**src/rtl/raizing_input_cond.sv**
```systemverilog
// rtl/raizing_input_cond.sv - synchroniser, debouncer, coin pulse shaper; autofire on bits 6:4 when RAIZING_AUTOFIRE_EN
// Bit map of the 28 conditioned inputs: coin 3:0, start 7:4, joy1 17:8, joy2 27:18.
module raizing_input_cond #(
  parameter int CLK_KHZ          = 48000,
  parameter int DEB_TICKS        = 4,
  parameter int COIN_PULSE_TICKS = 100,
  parameter int COIN_GAP_TICKS   = 100,
  parameter int AF_TICKS         = 33
) (
  input  logic       CLK,
  input  logic       RESET_N,
  input  logic [3:0] COIN_RAW,
  input  logic [3:0] START_RAW,
  input  logic [9:0] JOY1_RAW,
  input  logic [9:0] JOY2_RAW,
  input  logic [2:0] AF_MASK,
  output logic [3:0] COIN_OUT,
  output logic [3:0] START_OUT,
  output logic [9:0] JOY1_OUT,
  output logic [9:0] JOY2_OUT,
  output logic       TICK
);

  localparam int NB = 28;
  localparam int TW = $clog2(CLK_KHZ + 1);
  localparam int DW = $clog2(DEB_TICKS + 1);
  localparam int CMAX = (COIN_PULSE_TICKS > COIN_GAP_TICKS) ? COIN_PULSE_TICKS : COIN_GAP_TICKS;
  localparam int CW = $clog2(CMAX + 1);
  localparam int AW = $clog2(AF_TICKS + 1);

  typedef enum logic [1:0] {C_IDLE, C_PULSE, C_GAP} coin_st_e;

  logic [NB-1:0] raw, sync1_q, sync2_q, acc_q, acc_d;
  logic [DW-1:0] deb_q [NB];
  logic [DW-1:0] deb_d [NB];
  logic [TW-1:0] tcnt_q;
  logic          tick_q;
  logic [3:0]    press;

  assign raw  = {JOY2_RAW, JOY1_RAW, START_RAW, COIN_RAW};
  assign TICK = tick_q;

  always_ff @(posedge CLK or negedge RESET_N) begin
    if (!RESET_N) begin
      sync1_q <= '1;
      sync2_q <= '1;
      acc_q   <= '1;
      tcnt_q  <= '0;
      tick_q  <= 1'b0;
      for (int i = 0; i < NB; i++) deb_q[i] <= '0;
    end else begin
      sync1_q <= raw;
      sync2_q <= sync1_q;
      acc_q   <= acc_d;
      for (int i = 0; i < NB; i++) deb_q[i] <= deb_d[i];
      if (tcnt_q == TW'(CLK_KHZ - 1)) begin
        tcnt_q <= '0;
        tick_q <= 1'b1;
      end else begin
        tcnt_q <= tcnt_q + 1'b1;
        tick_q <= 1'b0;
      end
    end
  end

  // Each bit needs DEB_TICKS consecutive disagreeing samples before the accepted level flips.
  always_comb begin
    acc_d = acc_q;
    for (int i = 0; i < NB; i++) begin
      deb_d[i] = deb_q[i];
      if (tick_q) begin
        if (sync2_q[i] != acc_q[i]) begin
          if (deb_q[i] == DW'(DEB_TICKS - 1)) begin
            deb_d[i] = '0;
            acc_d[i] = sync2_q[i];
          end else begin
            deb_d[i] = deb_q[i] + 1'b1;
          end
        end else begin
          deb_d[i] = '0;
        end
      end
    end
  end

  assign press     = acc_q[3:0] & ~acc_d[3:0];
  assign START_OUT = acc_q[7:4];

  for (genvar c = 0; c < 4; c++) begin : g_coin
    coin_st_e      st_q, st_d;
    logic [1:0]    pend_q, pend_d;
    logic [CW-1:0] cnt_q, cnt_d;
    logic          dec;
    logic          coin_lvl;

    always_ff @(posedge CLK or negedge RESET_N) begin
      if (!RESET_N) begin
        st_q   <= C_IDLE;
        pend_q <= '0;
        cnt_q  <= '0;
      end else begin
        st_q   <= st_d;
        pend_q <= pend_d;
        cnt_q  <= cnt_d;
      end
    end

    always_comb begin
      st_d  = st_q;
      cnt_d = cnt_q;
      dec   = 1'b0;
      unique case (st_q)
        C_IDLE: if (pend_q != 2'd0) begin
          st_d  = C_PULSE;
          cnt_d = '0;
          dec   = 1'b1;
        end
        C_PULSE: if (tick_q) begin
          if (cnt_q == CW'(COIN_PULSE_TICKS - 1)) begin
            st_d  = C_GAP;
            cnt_d = '0;
          end else begin
            cnt_d = cnt_q + 1'b1;
          end
        end
        C_GAP: if (tick_q) begin
          if (cnt_q == CW'(COIN_GAP_TICKS - 1)) begin
            st_d  = C_IDLE;
            cnt_d = '0;
          end else begin
            cnt_d = cnt_q + 1'b1;
          end
        end
        default: st_d = C_IDLE;
      endcase
      // A press landing on the same cycle as a dequeue cancels out.
      pend_d = pend_q;
      if (press[c] && !dec) begin
        if (pend_q != 2'd3) pend_d = pend_q + 2'd1;
      end else if (!press[c] && dec) begin
        pend_d = pend_q - 2'd1;
      end
    end

    always_comb coin_lvl = (st_q != C_PULSE);
    assign COIN_OUT[c] = coin_lvl;
  end

`ifdef RAIZING_AUTOFIRE_EN
  logic [5:0]    af_act;
  logic [5:0]    af_ph_q;
  logic [AW-1:0] af_cnt_q [6];

  assign af_act = {~acc_q[24:22] & AF_MASK, ~acc_q[14:12] & AF_MASK};

  // Phase 0 means asserted, so a fresh press fires immediately.
  always_ff @(posedge CLK or negedge RESET_N) begin
    if (!RESET_N) begin
      af_ph_q <= '0;
      for (int j = 0; j < 6; j++) af_cnt_q[j] <= '0;
    end else begin
      for (int j = 0; j < 6; j++) begin
        if (!af_act[j]) begin
          af_cnt_q[j] <= '0;
          af_ph_q[j]  <= 1'b0;
        end else if (tick_q) begin
          if (af_cnt_q[j] == AW'(AF_TICKS - 1)) begin
            af_cnt_q[j] <= '0;
            af_ph_q[j]  <= ~af_ph_q[j];
          end else begin
            af_cnt_q[j] <= af_cnt_q[j] + 1'b1;
          end
        end
      end
    end
  end

  always_comb begin
    JOY1_OUT = acc_q[17:8];
    JOY2_OUT = acc_q[27:18];
    for (int k = 0; k < 3; k++) begin
      if (af_act[k])     JOY1_OUT[4+k] = af_ph_q[k];
      if (af_act[3+k])   JOY2_OUT[4+k] = af_ph_q[3+k];
    end
  end
`else
  logic unused_af_mask;
  assign unused_af_mask = ^AF_MASK;
  assign JOY1_OUT = acc_q[17:8];
  assign JOY2_OUT = acc_q[27:18];
`endif

endmodule

```
**config.mk**
```make
export PLATFORM = sky130hd
export DESIGN_NAME = raizing_input_cond
export DESIGN_NICKNAME = d
export VERILOG_FILES = /design/src/rtl/raizing_input_cond.sv
export SDC_FILE = /design/constraint.sdc
export NUM_CORES = 1
export LEC_CHECK = 0
export BUFFER_PORTS_ARGS = -buffer_cell sky130_fd_sc_hd__buf_2
export CORE_ASPECT_RATIO = 0.6
export CORE_MARGIN = 2
export CORE_UTILIZATION = 45
export DETAILED_ROUTE_END_ITERATION = 16
export PLACE_DENSITY = 0.7
export SLEW_MARGIN = 20
export SYNTH_ARGS = -nofsm -noshare
export SYNTH_HDL_FRONTEND = slang
export SYNTH_SLANG_ARGS = --single-unit
```
**constraint.sdc**
```tcl
create_clock -name CLK -period 2 [get_ports CLK]
set_clock_uncertainty 0.15 [all_clocks]
set_input_delay 0.3 -clock CLK [delete_from_list [all_inputs] [get_ports CLK]]
set_output_delay 0.3 -clock CLK [all_outputs]
set_load 0.01 [all_outputs]
```
# Word level (Yosys, flattened, before mapping)
# Cells that the tools add are included.
dict set report word_totals {
  regBits 229
  latchBits 0
  ramBits 0
  rom_bits 0
  inputBits 33
  output_inout_bits 29
  word_cells 419
  mem_count 0
}
dict set report classes {
  add_sub_neg 41
  mul 0
  n_div 0
  n_lt_le_gt_ge 0
  eq_ne 105
  shifts 0
  mux 130
  n_bitwise 2
  n_reduce_logical 72
}
# op n
set ops {}
lappend ops {{3-bit 2-to-1 mux} 56}
lappend ops {{3-bit by 1-bit adder with 3-bit output, second input constant} 28}
lappend ops {{3-bit by 2-bit equality test with 1-bit output, second input constant} 28}
lappend ops {{7-bit 2-to-1 mux} 12}
lappend ops {{3-bit AND reduction} 28}
lappend ops {{2-bit 2-to-1 mux} 32}
lappend ops {{7-bit case mux with 2 select lines} 4}
lappend ops {{2-bit inequality test, second input constant} 24}
lappend ops {{7-bit by 1-bit adder with 7-bit output, second input constant} 4}
lappend ops {{7-bit equality test, second input constant} 4}
lappend ops {{1-bit inequality test} 28}
lappend ops {{2-bit by 1-bit inequality test with 1-bit output, second input constant} 12}
lappend ops {{2-bit case mux with 3 select lines} 4}
lappend ops {{2-bit nonzero test} 12}
lappend ops {{1-bit 2-to-1 mux} 21}
lappend ops {{5-bit AND reduction} 4}
lappend ops {{16-bit by 1-bit adder with 16-bit output, second input constant} 1}
lappend ops {{16-bit equality test, second input constant} 1}
lappend ops {{16-bit 2-to-1 mux} 1}
lappend ops {{2-bit by 1-bit adder with 2-bit output, second input constant} 4}
lappend ops {{2-bit by 1-bit equality test with 1-bit output, second input constant} 4}
lappend ops {{2-bit equality test, second input constant} 4}
lappend ops {{1-bit logical AND} 8}
lappend ops {{1-bit zero test} 8}
lappend ops {{other kinds (6)} 18}

# Depth between registers and ports, before layout
# Gate-level depths: netlist (run 1).
dict set report logic_depth {
  depth_word 10
  ltp_mapped 6
  mapped_depth_nobuf 6
}

# Least setup slack after synthesis (run 1)
# No wires, ideal clock.
dict set report synth_timing {
  path_kind {register to register}
  from {register g_coin[2].st_q[0]}
  to {register g_coin[2].cnt_q[5]}
  setup_ns 0.078
  arrival_ns 1.712
  t_required_ns 1.772
  path_slack_ns 0.061
  path_stages_with_launch 7
  n_path_buf 0
  period_less_slack_ns 1.939
  cell_sequence {dfrtp_1 > inv_1 > ha_1 > mux2_4 > nand3_2 > or4_1 > a21oi_1}
}
dict set report synth_via {
  elab_chain_len 4
  elab_cells_between_ends 9
  classes_between {eq/ne (4); mux (1); reduce/logical (4)}
}
# item line_no
set synth_lines {}
lappend synth_lines {{start: declaration} 90} ;# coin_st_e st_q, st_d;
lappend synth_lines {{start signal: assignment} 102} ;# st_q <= st_d;
lappend synth_lines {{2-bit equality test / 2-bit by 1-bit equality test with 1-bit output (equally long branches)} 112} ;# unique case (st_q)
lappend synth_lines {{2-bit OR reduction (no line)} n/a}
lappend synth_lines {{2-bit by 1-bit inequality test with 1-bit output (no line) / 2-bit nonzero test (equally long branches)} n/a}
lappend synth_lines {{3-bit AND reduction (no line)} n/a}
lappend synth_lines {{end signal: assignment} 104} ;# cnt_q <= cnt_d;
lappend synth_lines {{end: declaration} 92} ;# logic [CW-1:0] cnt_q, cnt_d;
# Parallel ways exist; a longest one is shown, timed or not.
# A chain may end at the register's enable or synchronous reset.

# Worst setup path in the final report (run 1)
dict set report layout_timing {
  from {register g_coin[2].st_q[1]}
  to {register g_coin[2].cnt_q[5]}
}
# The elaborated chain is that of the path after synthesis.

==> results.txt, run 1 <==
----------------------------------------------------
[Floorplan]
  Floorplan die area ... 24700 um^2
  Number of ports placed on the die boundary ... 62
  Core outline area ... 23100 um^2
  Die Wd ... around 200 um
  Initial core utilization ... approximately 46%
  Die Y-Extent ... 123 um
  Floorplan row count ... 43

[Cells and area]
  Most common cell after layout, fill and taps aside ... sky130_fd_sc_hd__dfrtp_1
  Ant diodes ... 0
  Layout fillers ... ~2000
  Fraction of layout cells with a size suffix above 1 ... between 20 and 30%
  Count of nets after finishing ... ~1100
  Layout Area Growth over Synthesis ... 16.6%
  Highest-count cells in the layout ignoring fill and taps ... sky130_fd_sc_hd__dfrtp_1 (144), sky130_fd_sc_hd__dfstp_2 (84), sky130_fd_sc_hd__nand2_1 (74)
  Final Util ... a little over half

[GRT]
  Pin count of the biggest net entering global routing ... 87
  Global router's overall resource usage ... 14.2%
  Vias in the first global route ... 6361
  Antenna violations before repair ... 0
  Global-route wire length before repair ... 29500 um
  Overflow left after global routing ... 0

[Drt]
  Number of DRC markers after the initial detailed-route iteration ... 316
  Post-detailed-route DRC marker count ... 0
  Routed length per instance ... 12.6 um
  ANT nets after route ... 0
  Total detailed-routing wirelength ... between 15000 and 20000 um
  Vias/cell ... 4.84
  Total via count after detailed routing ... about 6500
  Detailed-router iteration count before antenna repair ... 4

[STA]
  Headroom to the max-slew limit ... 68.1%
  Min Tclk post-route ... 1.93 ns
  Worst slack on hold paths ... ~0.039 ns
  Maximum clock rate ... 518 MHz
  Final setup TNS ... 0 ns
  Pins Over Slew Limit ... 0
  Unrepaired setup endpoints after global routing ... yes
  Hold Vio Cnt, Final ... 0
  Worst path setup slack after routing ... 0.0704 ns
  Final setup violation count ... 0
  Period utilization ... 96.5%
  Slew @ Worst Pin ... 0.478 ns

[Clock tree]
  TritonCTS clock tree ... yes
  Depth of the CTS H-tree ... 1
  Clock-pin slew of the registers on the worst-case setup and hold paths ... 0.06 ns
  Latest clock arrival within the worst-skew pair ... 0.50 ns
  TritonCTS buffer count ... 23
  Clock sink count ... 229
  CTS Root Cell ... sky130_fd_sc_hd__clkbuf_16
  Number of buffers between clock root and the deepest sink ... 3

[Synthesis]
  Cell type with the highest aggregate area in the netlist ... sky130_fd_sc_hd__dfrtp_1
  Sequential share of the synthesized area ... between 50% and 60%
  Yosys reg bits ... 229
  Post-synthesis cell count ... 925
  Syn_area_per_cell ... between 10 and 15 um^2
  Synthesized-area fraction occupied by ao, oa, aoi and oai cells ... 7.42%
  Share of synthesized flip-flops with an asynchronous set or reset ... 100%
  Multiplexer area fraction after synthesis ... 6.74%
  Count of warnings emitted by yosys ... 0
  Top_reg_cell synth ... sky130_fd_sc_hd__dfrtp_1
  Adder and majority gate portion of the synthesized area ... under 10%
  Cell area after technology mapping ... 10600 um^2
  Main area contributors after synthesis ... sky130_fd_sc_hd__dfrtp_1 (34%), sky130_fd_sc_hd__dfstp_2 (21%), sky130_fd_sc_hd__ha_1 (6.3%)
  Distinct cell type count after synthesis ... 48
  Top cell type's share of synthesized area ... about a third
  Synthesized netlist net count ... 1011
  Fraction of the mapped netlist area in simple logic gates ... a little over an eighth
  Count of flip-flops with a built-in enable after synthesis ... 0
  Largest family of logic cells by synthesized area ... simple AND/OR/NAND/NOR gates
  Xor and xnor area share after synthesis ... around 5.3%

[Setup path]
  Critical-path cell list ... inv_2 > ha_4 > mux2_4 > nand3_2 > or4_1 > a21oi_2
  Kind of cell with the highest combined delay on the critical path ... simple AND/OR/NAND/NOR gates
  Critical path endpoint category ... flop
  Path type of the worst setup path ... reg -> reg
  Startpoint class of the critical path ... flop
  Highest net fanout along the worst path ... 4
  Crit path buf inv count ... 1
  Arrival time of the worst setup path ... 2.21 ns
  Endpoint required time on the critical path ... 2.28 ns
  Slowest stage cell, crit path ... sky130_fd_sc_hd__or4_1
  Max incr delay on CP ... 0.54 ns

[Pwr]
  Ratio of total power to cell area ... 745 nW/um^2
  Overall Power ... 9.17 mW
  P_leak ... around 5.6 nW
  VDD IR max ... 572 uV

[Placement]
  HPWL after DPL ... about 11000 um
  Post-place setup slack ... -0.143 ns
  Buffers added on ports ... 58
  Final estimated routing congestion in global placement ... 0.786

[Outcome]
  Status ... complete, no violations

[Run]
  Count of maximum capacitance violations ... 0

[Worst hold path]
  Worst hold path type ... in -> async

----------------------------------------------------
## logic make-up after synthesis
logic type,Yosys count
xor+xnor,64
mux,63
fa+ha+maj,53
flops,229
simple gates,269
compound gates,128
buf+inv,119
## per-stage QoR
step	instances	area [um^2]
global placement	1279	11200
global route	1350	12300
finish	1350	12300
detailed placement	1279	11200
floorplan	925	10600
CTS	1349	12300
## Yosys cell counts, drive strengths merged, types with 7 or more instances
| cell type | number |
|---|---|
| nor3b | 9 |
| o21ai | 49 |
| xor2 | 29 |
| o22ai | 32 |
| mux2 | 59 |
| a21oi | 7 |
| nand4 | 11 |
| nand3 | 22 |
| nand2 | 74 |
| ha | 53 |
| nand2b | 7 |
| dfstp | 84 |
| a21boi | 24 |
| nor2 | 61 |
| inv | 73 |
| nor4b | 8 |
| xnor2 | 35 |
| nand3b | 28 |
| nor3 | 17 |
| and2 | 7 |
| buf | 44 |
| dfrtp | 145 |
## registers in the layout, summed over array words and instances, names as in the netlist
name,cells
deb_q,84
g_coin.st_q,8
sync1_q,28
TICK,1
g_coin.pend_q,8
sync2_q,28
g_coin.cnt_q,28
acc_q,28
tcnt_q,16
## report_power, final
| group | internal (mW) | total [mW] | switching (mW) | leakage (nW) |
|---|---|---|---|---|
| Sequential | 4.74 | 4.77 | 0.0282 | 2.89 |
| Combinational | 0.100 | 0.239 | 0.139 | 2.36 |
| Clock | 2.44 | 4.17 | 1.73 | 0.361 |
## area by class of cell
cell class              count  area (um^2)  share of cell area (%)
clock buffers              34          667                    5.42
clock inverters             7         66.3                   0.539
inverters                  73          274                    2.23
multi-input cells         577         4210                    34.2
flip-flops and latches    229         5840                    47.4
well taps                 315          394                    3.20
repair buffers            115          863                    7.01
## timing repair
| action | in CTS | in global routing |
|---|---|---|
| setup endpoints to repair | 13 | 19 |
| setup buffers | 0 | 1 |
| hold endpoints to repair | 202 | 0 |
| cloned | 0 | 0 |
| resized for setup | 2 | 11 |
| hold buffers | 29 | 0 |
## routing by layer
metal  part of all wire (%)  up-vias  global-route usage (%)
met5                      0        -                       0
met4                    2.0        0                    3.35
met3                    2.8       23                    2.58
met2                     43       75                    21.8
met1                     52     3114                    20.9
li1                       -     3323                       -
## path summary, 6_finish.rpt
kind / startpoint / endpoint / slack [ns] / cells after the start
setup / recovery: g_coin[2].st_q[1] / g_coin[2].cnt_q[5] / 0.07 / 6
hold / removal: RESET_N / g_coin[0].st_q[1] / 0.04 / 2
setup reg to reg: g_coin[2].st_q[1] / g_coin[2].cnt_q[5] / 0.07 / 6
hold reg to reg: sync1_q[22] / sync2_q[22] / 0.20 / 0
max in group asynchronous: RESET_N / sync2_q[11] / 0.97 / 3
min in group CLK: sync1_q[22] / sync2_q[22] / 0.20 / 0
(Power assumes the default switching activity.)
==> inputs of run 2 (changes only) <==
Settings changed: PLACE_DENSITY 0.7 to default.
==> results.txt, run 2 (synthesis gave the netlist of run 1 again) <==
----------------------------------------------------
[Outcome]
  Status ... complete, no violations

[Floorplan]
  Number of ports placed on the die boundary ... 62 (unchanged)
  Die Y-Extent ... 123 um (unchanged)
  Floorplan row count ... 43 (unchanged)
  Initial core utilization ... 45.7% (unchanged)
  Die Wd ... 202 um (unchanged)
  Floorplan die area ... 24700 um^2 (unchanged)
  Core outline area ... 23100 um^2 (unchanged)

[STA]
  Min Tclk post-route ... 1.93 ns (+0.0000186 ns)
  Period utilization ... 96.5% (about the same)
  Maximum clock rate ... 518 MHz (about the same)
  Final setup violation count ... 0 (unchanged)
  Hold Vio Cnt, Final ... 0 (unchanged)
  Unrepaired setup endpoints after global routing ... no
  Headroom to the max-slew limit ... 72.3% (+4.2 points)
  Pins Over Slew Limit ... 0 (unchanged)
  Slew @ Worst Pin ... 0.415 ns (-0.0633 ns)

[Setup path]
  Reg-to-reg critical path endpoint ... g_coin[2].cnt_q[5]
  Critical-path cell list ... buf_4 > buf_4 > buf_2
  Path type of the worst setup path ... reg -> out
  Setup crit start ... TICK
  Critical path endpoint category ... output pin
  Arrival time of the worst setup path ... 1.48 ns (-0.73 ns)
  Max incr delay on CP ... 0.48 ns (-0.06 ns)
  Worst reg2reg path startpoint ... g_coin[2].st_q[1]
  Startpoint class of the critical path ... flop
  Kind of cell with the highest combined delay on the critical path ... buffers and inverters
  Count of cells along the worst register-to-register path ... 6 (unchanged)
  Slowest stage cell, crit path ... sky130_fd_sc_hd__dfrtp_4
  Crit path buf inv count ... 3 (+2)
  Register-to-register setup slack ... 0.09 ns (+0.02 ns)
  Endpoint required time on the critical path ... 1.55 ns (-0.73 ns)
  Cell repeated most along the worst path ... sky130_fd_sc_hd__buf_4
  Highest net fanout along the worst path ... 12 (+8)

[Drt]
  Detailed-router iteration count before antenna repair ... 6 (+2)
  Vias/cell ... 4.82 (-0.44%)
  Met2 layer wire length in the routed design ... 7010 um (-4.1%)
  Number of DRC markers after the initial detailed-route iteration ... 298 (-5.7%)
  Routed length per instance ... 12.6 um (-0.45%)
  Post-detailed-route DRC marker count ... 0 (unchanged)
  Met3 Wirelength ... 581 um (+21%)
  Highest Signal Layer ... met4
  Total via count after detailed routing ... 6535 (unchanged)
  Post-Route M1 WL ... 9100 um (+2.2%)
  ANT nets after route ... 0 (unchanged)
  Total detailed-routing wirelength ... 17000 um (about the same)

[Placement]
  Buffers added on ports ... 58 (unchanged)
  Final estimated routing congestion in global placement ... 0.776 (-1.3%)
  HPWL after DPL ... 11300 um (+0.38%)
  DP Area ... 11300 um^2 (+0.33%)

[GRT]
  Global-route wire length before repair ... 30000 um (+1.7%)
  Overflow left after global routing ... 0 (unchanged)
  Antenna violations before repair ... 0 (unchanged)
  Global router's overall resource usage ... 14.4% (+0.24 points)
  Pin count of the biggest net entering global routing ... 83 (-4.6%)
  Vias in the first global route ... 6200 (-2.5%)

[Cells and area]
  Register area ... 5840 um^2 (unchanged)
  Layout fillers ... 1984 (+1.1%)
  Cell area after layout ... 12300 um^2 (+0.13%)
  Highest-count cells in the layout ignoring fill and taps ... sky130_fd_sc_hd__dfrtp_1 (144), sky130_fd_sc_hd__dfstp_2 (84), sky130_fd_sc_hd__nand2_1 (74)
  Register with the highest flop count ... deb_q
  Fraction of layout cells with a size suffix above 1 ... 28.1% (+0.32 points)
  Flip-flop count of the largest register, all copies and words added ... 84 (unchanged)
  Count of nets after finishing ... 1112 (+0.63%)
  Ant diodes ... 0 (unchanged)
  Layout Area Growth over Synthesis ... 16.7%
  Multi-input gate area in the final layout ... 4220 um^2 (+0.42%)
  Most common cell after layout, fill and taps aside ... sky130_fd_sc_hd__dfrtp_1

[Worst hold path]
  Worst hold path type ... in -> async

[Clock tree]
  Latest clock arrival within the worst-skew pair ... 0.50 ns (about the same)
  Clock sink count ... 229 (unchanged)
  Number of buffers between clock root and the deepest sink ... 3 (unchanged)
  CTS Root Cell ... sky130_fd_sc_hd__clkbuf_16
  Depth of the CTS H-tree ... 1 (unchanged)
  TritonCTS clock tree ... yes
  TritonCTS buffer count ... 22 (-4.3%)
  Clock-pin slew of the registers on the worst-case setup and hold paths ... 0.07 ns (about the same)

[Pwr]
  Net switching power ... 1.85 mW (-2.6%)
  Ratio of total power to cell area ... 723 nW/um^2 (-3.0%)
  Clock network power share ... 43.8% (-1.6 points)
  VDD IR max ... 547 uV (-4.4%)
  Portion of total power attributed to sequential cells ... 53.5% (+1.5 points)
  Internal cell power ... 7.07 mW (-2.9%)
  Switching fraction of total power ... 20.7% (+0.058 points)
  P_leak ... 5.64 nW (+0.52%)
  Relative contribution of combinational cells to total power ... 2.7% (about the same)
  Overall Power ... 8.91 mW (-2.8%)

[Run]
  Count of maximum capacitance violations ... 0 (unchanged)

----------------------------------------------------
==> run 2: cell types whose count changed in the layout (fill, tap and decap cells not counted), sizes merged <==
cell	change
buf	+8
bufinv	-1
clkinvlp	-1
==> run 2: per-stage QoR <==
stage          util [%]  hold WS (ns)  setup TNS, ns  cells  setup WS [ns]
2_1_floorplan         -        -0.146              0    925         0.0608
3_3_place_gp       48.8        0.0730              0   1284         0.0306
3_5_place_dp       48.8        0.0707         -0.181   1284        -0.0398
4_1_cts            53.1         0.126              0   1355       0.000706
5_1_grt            53.4         0.144              0   1356        0.00608
6_report           53.4         0.132              0   1356         0.0704
==> run 2: final cells by class <==
cell class	count	area share (%)
Clock buffer	34	5.25
Multi-Input combinational cell	577	34.3
Tap cell	315	3.20
Clock inverter	5	0.203
Sequential cell	229	47.4
Inverter	73	2.22
Timing Repair Buffer	123	7.49
==> run 2: per-layer routing <==
metal	global-route usage [%]	up-vias
li1	-	3331
met1	21.8	3098
met2	21.4	82
met3	2.76	24
met4	3.54	0
met5	0	-
==> run 2: repair_timing <==
item | in CTS | in global routing
endpoints found under the setup margin | 9 | 23
hold buffers | 29 | 0
buffers inserted | 3 | 1
gates resized for setup | 2 | 14
endpoints found under the hold margin | 191 | 0
cloned | 0 | 0
==> run 2: worst max path at each step <==
stage	end	slack, ns	cells after the start
floorplan	g_coin[2].cnt_q[5]	0.06	6
global placement	g_coin[3].st_q[0]	0.03	5
detailed placement	g_coin[3].st_q[0]	-0.04	5
CTS	g_coin[2].cnt_q[5]	0.0007	6
global route	g_coin[2].cnt_q[6]	0.006	6
finish	TICK	0.07	3
==> run 2: power groups by stage <==
| stage | clock [mW] | combinational [mW] | sequential, mW |
|---|---|---|---|
| 2_1_floorplan | 0 | 0.0543 | 4.84 |
| 3_3_place_gp | 0 | 0.210 | 4.85 |
| 3_5_place_dp | 0 | 0.210 | 4.85 |
| 4_1_cts | 4.07 | 0.254 | 4.77 |
| 5_1_grt | 4.25 | 0.284 | 4.77 |
| 6_report | 3.90 | 0.243 | 4.77 |
